==> config.mk <==
export PLATFORM = sky130hd
export DESIGN_NAME = sipo_frame_ctrl_flat
export DESIGN_NICKNAME = d
export VERILOG_FILES = /design/src/rtl/sipo_frame_ctrl_pkg.sv /design/src/rtl/sipo_frame_ctrl_if.sv /design/src/rtl/sipo_frame_ctrl_shreg.sv /design/src/rtl/sipo_frame_ctrl.sv /design/src/flat_wrapper.sv
export SDC_FILE = /design/constraint.sdc
export NUM_CORES = 1
export LEC_CHECK = 0
export BUFFER_PORTS_ARGS = -buffer_cell sky130_fd_sc_hd__buf_2
export CAP_MARGIN = 15
export CORE_MARGIN = 5
export CORE_UTILIZATION = 45
export DETAILED_ROUTE_END_ITERATION = 10
export GPL_TIMING_DRIVEN = 0
export HOLD_SLACK_MARGIN = 0.03
export PLACE_DENSITY = 0.71
export SETUP_SLACK_MARGIN = 0.2
export SYNTH_ARGS = -nofsm -noshare
export SYNTH_HDL_FRONTEND = slang
export SYNTH_SLANG_ARGS = --single-unit
==> constraint.sdc <==
create_clock -name clk -period 2.2 [get_ports clk]
set_input_delay 0.11 -clock clk [delete_from_list [all_inputs] [get_ports clk]]
set_output_delay 0.11 -clock clk [all_outputs]
set_load 0.05 [all_outputs]
==> src/rtl/sipo_frame_ctrl_pkg.sv <==
// Shared definitions for the serial-in/parallel-out frame controller.
// Optional build macro: SIPO_FRAME_PARITY_EN (adds a trailing even-parity bit per frame).
package sipo_ctrl_pkg;

    localparam int DEFAULT_WIDTH = 4;

    typedef enum logic {
        ST_IDLE  = 1'b0,
        ST_SHIFT = 1'b1
    } state_t;

    // Number of serial bits that make up one frame.
    function automatic int frame_bits(input int width);
`ifdef SIPO_FRAME_PARITY_EN
        return width + 1;
`else
        return width;
`endif
    endfunction

endpackage

==> src/rtl/sipo_frame_ctrl_if.sv <==
// Serial-input and parallel-output bus of the frame controller.
// master is the controller's view; slave is the source/consumer side.
// Optional build macro: SIPO_FRAME_PARITY_EN (adds par_err).
interface sipo_frame_ctrl_if
    import sipo_ctrl_pkg::*;
#(
    parameter int WIDTH = DEFAULT_WIDTH
);
    logic             s_in;
    logic             s_valid;
    logic [WIDTH-1:0] p_data;
    logic             p_valid;
    logic             p_ready;
`ifdef SIPO_FRAME_PARITY_EN
    logic             par_err;
`endif

    modport master (
        input  s_in, s_valid, p_ready,
`ifdef SIPO_FRAME_PARITY_EN
        output par_err,
`endif
        output p_data, p_valid
    );

    modport slave (
        output s_in, s_valid, p_ready,
`ifdef SIPO_FRAME_PARITY_EN
        input  par_err,
`endif
        input  p_data, p_valid
    );
endinterface

==> src/rtl/sipo_frame_ctrl_shreg.sv <==
// WIDTH-bit shift register with enable, synchronous clear and selectable direction.
// When clear and enable coincide, the incoming bit lands in an otherwise empty register.
module sipo_shreg
    import sipo_ctrl_pkg::*;
#(
    parameter int WIDTH     = DEFAULT_WIDTH,
    parameter bit MSB_FIRST = 1'b1
) (
    input  logic             clk,
    input  logic             rst_n,
    input  logic             en,
    input  logic             clr,
    input  logic             d,
    output logic [WIDTH-1:0] q
);
    logic [WIDTH-1:0] base;
    logic [WIDTH-1:0] shifted;

    // Select the value being shifted (empty on clear) and insert the new bit at the proper end.
    always_comb begin
        base = clr ? '0 : q;
        if (MSB_FIRST)
            shifted = (base << 1) | WIDTH'(d);
        else
            shifted = (base >> 1) | (WIDTH'(d) << (WIDTH - 1));
    end

    // Register update: shift on enable, otherwise clear or hold.
    always_ff @(posedge clk or negedge rst_n) begin
        if (!rst_n)
            q <= '0;
        else if (en)
            q <= shifted;
        else if (clr)
            q <= '0;
    end
endmodule

==> src/rtl/sipo_frame_ctrl.sv <==
// Frame controller: counts strobed serial bits into words, presents them on a
// valid/ready port and flags words dropped under backpressure (sticky overrun).
// Optional build macro: SIPO_FRAME_PARITY_EN (frame gains an even-parity bit, par_err output).
module sipo_frame_ctrl
    import sipo_ctrl_pkg::*;
#(
    parameter int  WIDTH     = DEFAULT_WIDTH,
    parameter bit  MSB_FIRST = 1'b1,
    localparam int CNT_W     = $clog2(frame_bits(WIDTH) + 1)
) (
    input  logic             clk,
    input  logic             rst_n,
    input  logic             start,
    input  logic             ovr_clr,
    output logic             busy,
    output logic [CNT_W-1:0] bit_cnt,
    output logic             overrun,
    sipo_frame_ctrl_if.master bus
);
    localparam logic [CNT_W-1:0] LAST = CNT_W'(frame_bits(WIDTH) - 1);

    state_t           state;
    state_t           state_next;
    logic [WIDTH-1:0] sreg;
    logic [WIDTH-1:0] word;
    logic [WIDTH-1:0] p_data_q;
    logic             p_valid_q;
    logic             complete;
    logic             sh_en;
    logic             load;
    logic             drop;

    // Frame completion, shift enable and output load/drop decisions.
    always_comb begin
        complete = (state == ST_SHIFT) && !start && bus.s_valid && (bit_cnt == LAST);
`ifdef SIPO_FRAME_PARITY_EN
        // The parity bit is checked, never stored, so the register stops at WIDTH data bits.
        sh_en = bus.s_valid && (start || (state == ST_SHIFT && bit_cnt != LAST));
        word  = sreg;
`else
        sh_en = bus.s_valid && (start || state == ST_SHIFT);
        // The last data bit is merged combinationally so the word loads in the same edge.
        if (MSB_FIRST)
            word = (sreg << 1) | WIDTH'(bus.s_in);
        else
            word = (sreg >> 1) | (WIDTH'(bus.s_in) << (WIDTH - 1));
`endif
        load = complete && (!p_valid_q || bus.p_ready);
        drop = complete && p_valid_q && !bus.p_ready;
    end

    sipo_shreg #(
        .WIDTH     (WIDTH),
        .MSB_FIRST (MSB_FIRST)
    ) u_shreg (
        .clk   (clk),
        .rst_n (rst_n),
        .en    (sh_en),
        .clr   (start),
        .d     (bus.s_in),
        .q     (sreg)
    );

    // FSM state register.
    always_ff @(posedge clk or negedge rst_n) begin
        if (!rst_n)
            state <= ST_IDLE;
        else
            state <= state_next;
    end

    // FSM next state: start always (re)enters SHIFT; completion returns to IDLE.
    always_comb begin
        state_next = state;
        if (start)
            state_next = ST_SHIFT;
        else if (complete)
            state_next = ST_IDLE;
    end

    // FSM outputs.
    always_comb begin
        busy = (state == ST_SHIFT);
    end

    // Bit counter: restart counts the start-cycle bit, completion rewinds to zero.
    always_ff @(posedge clk or negedge rst_n) begin
        if (!rst_n)
            bit_cnt <= '0;
        else if (start)
            bit_cnt <= CNT_W'(bus.s_valid);
        else if (complete)
            bit_cnt <= '0;
        else if (state == ST_SHIFT && bus.s_valid)
            bit_cnt <= bit_cnt + CNT_W'(1);
    end

    // Output word register: load on completion, release on handshake; data holds while valid.
    always_ff @(posedge clk or negedge rst_n) begin
        if (!rst_n) begin
            p_data_q  <= '0;
            p_valid_q <= 1'b0;
        end else if (load) begin
            p_data_q  <= word;
            p_valid_q <= 1'b1;
        end else if (p_valid_q && bus.p_ready) begin
            p_valid_q <= 1'b0;
        end
    end

    // Sticky overrun: a dropped word sets it, and setting wins over a simultaneous clear.
    always_ff @(posedge clk or negedge rst_n) begin
        if (!rst_n)
            overrun <= 1'b0;
        else if (drop)
            overrun <= 1'b1;
        else if (ovr_clr)
            overrun <= 1'b0;
    end

`ifdef SIPO_FRAME_PARITY_EN
    logic par_err_q;

    // Parity error travels with the word: XOR over data bits and the received parity bit.
    always_ff @(posedge clk or negedge rst_n) begin
        if (!rst_n)
            par_err_q <= 1'b0;
        else if (load)
            par_err_q <= (^sreg) ^ bus.s_in;
    end

    assign bus.par_err = par_err_q;
`endif

    assign bus.p_data  = p_data_q;
    assign bus.p_valid = p_valid_q;
endmodule

==> src/flat_wrapper.sv <==
// flat-port wrapper written by rule: the top's interface ports become plain ports
module sipo_frame_ctrl_flat import sipo_ctrl_pkg::*;
#(
    parameter int  WIDTH     = DEFAULT_WIDTH,
    parameter bit  MSB_FIRST = 1'b1,
    localparam int CNT_W     = $clog2(frame_bits(WIDTH) + 1)
)
  (clk, rst_n, start, ovr_clr, busy, bit_cnt, overrun, bus_s_in, bus_s_valid, bus_p_ready, bus_p_data, bus_p_valid);
  sipo_frame_ctrl_if #(.WIDTH(WIDTH)) bus_i ();
  input  logic clk;
  input  logic rst_n;
  input  logic start;
  input  logic ovr_clr;
  output logic busy;
  output logic [CNT_W-1:0] bit_cnt;
  output logic overrun;
  input wire logic [$bits(bus_i.s_in)-1:0] bus_s_in;
  input wire logic [$bits(bus_i.s_valid)-1:0] bus_s_valid;
  input wire logic [$bits(bus_i.p_ready)-1:0] bus_p_ready;
  output wire logic [$bits(bus_i.p_data)-1:0] bus_p_data;
  output wire logic [$bits(bus_i.p_valid)-1:0] bus_p_valid;
  assign bus_i.s_in = bus_s_in;
  assign bus_i.s_valid = bus_s_valid;
  assign bus_i.p_ready = bus_p_ready;
  assign bus_p_data = bus_i.p_data;
  assign bus_p_valid = bus_i.p_valid;
  sipo_frame_ctrl #(.WIDTH(WIDTH), .MSB_FIRST(MSB_FIRST)) u_core (.clk(clk), .rst_n(rst_n), .start(start), .ovr_clr(ovr_clr), .busy(busy), .bit_cnt(bit_cnt), .overrun(overrun), .bus(bus_i));
endmodule
* Yosys cells after proc, flatten, opt, wreduce, memory -nomap -nowiden
Cells that the tools add are included.
Operators by class: equality and inequality tests 1, reductions and logical operators 18, add/subtract/negate cells 1, mux-type cells 11, bitwise logic cells 2
Operator list (count):
- $mux 3 | 5
- $logic_and 1x1->1 | 9
- $mux 1 | 6
- $reduce_bool 2->1 | 3
- $or 4x1->4 | 1
- $add 3x1->3 const B | 1
- $eq 3x2->1 const B | 1
- $logic_not 1->1 | 3
- $or 3x1->3 | 1
- $reduce_bool 3->1 | 1
- $logic_or 1x1->1 | 2
Storage, ports and cells: bits in registers 13, input bits 7, output and inout bits 10, word-level logic and storage cells 39

* Longest topological paths before layout
word-level depth 7, depth in mapped cells 4, mapped depth without buffers 4

* Hierarchy
A second synthesis with hierarchy kept.
Second synthesis, totals: cell total of the unflattened synthesis 46, area, all modules 624.3 µm²
By module, submodules not included:
- sipo_frame_ctrl | cells each 33, area an instance 456.7 µm², times used 1
- sipo_shreg | cells each 13, area an instance 167.7 µm², times used 1

* Worst setup path before layout
No wires, ideal clock.
path type reg2reg, start point register u_core.bit_cnt[0], end point register u_core.p_data_q[0], in the netlist u_core.bus.p_data[0], library setup time 0.125 ns, arrival 1.578 ns, slack 0.496 ns, path buffers 0, cell stages (with the launch flop) 5, cells stage by stage dfrtp_1 > ha_1 > nor3b_4 > nand3_4 > mux2_4
Between the ends: cells in the longest elaborated chain, start to end 3
Ends and longest elaborated chain:
- start: declaration | line sipo_frame_ctrl.sv:16 | output logic [CNT_W-1:0] bit_cnt,
- start signal: assignment | line sipo_frame_ctrl.sv:91 | bit_cnt <= CNT_W'(bus.s_valid);
- start signal: assignment | line sipo_frame_ctrl.sv:95 | bit_cnt <= bit_cnt + CNT_W'(1);
- $eq 3x2->1 | line sipo_frame_ctrl.sv:35 | complete = (state == ST_SHIFT) && !start && bus.s_valid && (bit_cnt == LAST);
- $logic_and 1x1->1 | line sipo_frame_ctrl.sv:35
- $logic_and 1x1->1 | line sipo_frame_ctrl.sv:48 | load = complete && (!p_valid_q || bus.p_ready);
- end signal: assignment | line sipo_frame_ctrl.sv:104 | p_data_q <= word;
- end: declaration | line sipo_frame_ctrl.sv:26 | logic [WIDTH-1:0] p_data_q;
Every way passes these cells. A chain may end at the register's enable or synchronous reset.

* Worst setup path in the final report
start point register u_core.bit_cnt[0], end point register u_core.p_data_q[1], in the netlist u_core.bus.p_data[1]
Same word-level chain as after synthesis.

==> metrics.cfg <==
[worst_hold_path]
whs_endpoint = u_core.u_shreg.q[1]
hp-class = in -> reg
min_path_cells = 2
worstHoldStart = start

[routing]
drc = 0
viasPerCell = 4.988
ant_nets = 0
num_vias = 429
wirelength_mm = 1.042
wire_per_inst_um = 12.12
drt_iter0_drc = 9
drtPass1Iterations = 4

[final_layout]
n_antenna_cell = 0
syn_to_final_growth_pct = 23.73
fillers = 112
drive_above_1_share_pct = 36.62
design_area_um2 = 730.7
final_cells = 86
fin_nets = 80
final_util_pct = 57.59

[run_status]
status = finished, final reports clean

[timing]
finClkSkew_ns = 0.0003093
rsz0062_at_grt = false
hold_ws_ns = 0.04069
fmax_mhz = 702.1
worst_slew_pin_slew_ns = 0.2790
drv_slew = 0
slew_headroom_pct = 81.40
fin_crit_ns = 1.424
hold_viol = 0
post-route-period-util_pct = 64.74
finalSetupViolCount = 0
setup_slack_ns = 0.7756
tns_ns = 0

[synthesis]
yosys.area_share.adder_pct = 2.119
ys_seq_area_share_pct = 55.08
synth_area_um2 = 590.6
synthCells = 50
synth_top_family_by_area = simple AND/OR/NAND/NOR gates
ys_warn_count = 0
avgSynthCellArea_um2 = 11.81
synth-simple-area-share_pct = 20.13
yosysUniqueCellTypes = 17
ys_ff_latch = 13
synth_compound_area_share_pct = 8.051
muxShareOfSynthArea_pct = 10.17
yosys.area_share.xor_xnor_pct = 0
syn-num-nets = 58

[clocking]
clock_path_buffers = 2
cts.reportedPaths.clkPinSlew_ns = 0.07
cts.sinks = 13
cts_made_buffers = 3
cts_tree = yes
htreeDepth = 1
ctsResizeCount = 0
clock-root-buffer = clkbuf_4
post_cts_buffers = 0
clk_latency_ns = 0.26

[worst_setup_path]
reg2reg_depth = 4
crit_fanout = 4
critPathKind = reg -> reg
end_kind = flop
required_ns = 2.36
setup.worst_path.start_class = flop
rrSetupSlack_ns = 0.78
r2r-end = u_core.bus.p_data[1]
rr_startpoint = u_core.bit_cnt[0]
crit_arrival_ns = 1.58

[grt]
grt_max_degree = 14
globalRouteTotalUtil_pct = 11.72
antenna_found_initial = 0
grt_pass1_vias = 428
grt_pass1_wl_mm = 1.773
gr-total-overflow = 0

[pwr]
p_leak_nw = 0.3709
switchingPower_uw = 210.8
power_uw = 606.2
internal_power_uw = 395.4
p_sw_share_pct = 34.77
seqPwrFrac_pct = 46.6
ir_drop_v = 0.0003757
p_per_area_mw_per_mm2 = 829.7
combPwrFrac_pct = 30.4
clock_power_share_pct = 23.1

[floorplanning]
core_mm2 = 0.001269
initial_utilization_pct = 46.55
rows = 13
die_w_um = 46.23
die_area_mm2 = 0.002137
io-pin-count = 17
die_h_um = 46.23

[placement]
io_buffer_count = 15
globalplace.congestion = 0.7005
dp_cells = 80
hpwl_um = 786.8
placed_area_um2 = 684.4
post-place-ws_ns = 0.7859

[job]
maxCapViolCount = 0

[Yosys cell counts]
cell | count | area share [%]
inv_1 | 2 | 1.3
and2_1 | 1 | 1.1
a21oi_1 | 5 | 4.2
ha_1 | 1 | 2.1
nor2_1 | 1 | 0.63
nand3_4 | 1 | 3.0
buf_4 | 1 | 1.3
nand2b_1 | 3 | 3.2
o22ai_1 | 1 | 1.1
nand2_1 | 12 | 7.6
dfrtp_1 | 13 | 55
nor3b_4 | 1 | 3.2
mux2_4 | 4 | 10
buf_6 | 1 | 1.9
o211ai_1 | 1 | 1.3
nand4b_1 | 1 | 1.5
o32ai_1 | 1 | 1.5
[flip-flops by register name, summed over array words and instances (netlist names)]
name / count
u_core.bus.p_valid: 1
u_core.u_shreg.q: 3
u_core.bus.p_data: 4
u_core.bit_cnt: 3
u_core.overrun: 1
u_core.busy: 1
[layer usage]
metal | routed length [um] | share of wire [%] | track usage (%) | vias to the layer above
met3 | 70 | 6.7 | 3.906 | 2
met4 | 7 | 0.67 | 6.818 | 0
met5 | 0 | 0 | 0 | -
li1 | - | - | - | 211
met2 | 454 | 44 | 17.03 | 18
met1 | 509 | 49 | 14.94 | 198
[kinds of logic after synthesis]
family,Yosys count
mux,4
simple gates,20
flops,13
buf+inv,4
fa+ha+maj,1
compound gates,8
[timing repair]
| action | in CTS | in global routing |
|---|---|---|
| hold endpoints to repair | 14 | 0 |
| setup endpoints to repair | 0 | 0 |
| hold buffers | 2 | 0 |
[layout make-up]
class / instances / area (um2) / area share, %
buffer: 2 / 18.77 / 2.568
clock buffer: 4 / 26.28 / 3.596
inverter: 2 / 7.507 / 1.027
multi-input combinational: 33 / 239.0 / 32.71
sequential: 13 / 325.3 / 44.52
tap: 15 / 18.77 / 2.568
timing repair buffer: 17 / 95.09 / 13.01
[critical path, stage by stage, from the launching register on]
cell,delay (ns)
dfrtp_1,0.39
ha_1,0.21
nor3b_4,0.27
nand3_4,0.14
mux2_4,0.31
[worst max-delay path by stage]
stage / start / endpoint / cells past startpoint / slack [ns]
after floorplan: u_core.bit_cnt[0] / u_core.bus.p_data[0] / 4 / 0.50
after global placement: u_core.bit_cnt[0] / u_core.bus.p_data[0] / 4 / 0.78
after detailed placement: u_core.bit_cnt[0] / u_core.bus.p_data[1] / 4 / 0.79
after CTS: u_core.bit_cnt[0] / u_core.bus.p_data[1] / 4 / 0.77
after global routing: u_core.bit_cnt[0] / u_core.bus.p_data[1] / 4 / 0.69
final: u_core.bit_cnt[0] / u_core.bus.p_data[1] / 4 / 0.78
[power groups by stage]
stage          Clock (mW)  Combinational (mW)  Sequential (mW)
6_report            0.140               0.184            0.282
3_5_place_dp            0               0.183            0.287
5_1_grt             0.159               0.196            0.285
2_1_floorplan           0              0.0566            0.368
3_3_place_gp            0               0.181            0.285
4_1_cts             0.145               0.186            0.283
[cells in the final DEF, fill, tap and decap left out]
cell and instances:
ha_1 1, dlygate4sd3_1 2, nor3b_4 1, nor2_1 1, nand2_1 12, clkbuf_4 3, inv_1 2, buf_6 1
nand2b_1 3, dfrtp_1 13, clkbuf_1 1, buf_2 15, mux2_4 4, nand3_4 1, and2_1 1, o22ai_1 1
a21oi_1 5, o211ai_1 1, nand4b_1 1, buf_4 1, o32ai_1 1
(Power assumes the default switching activity.)
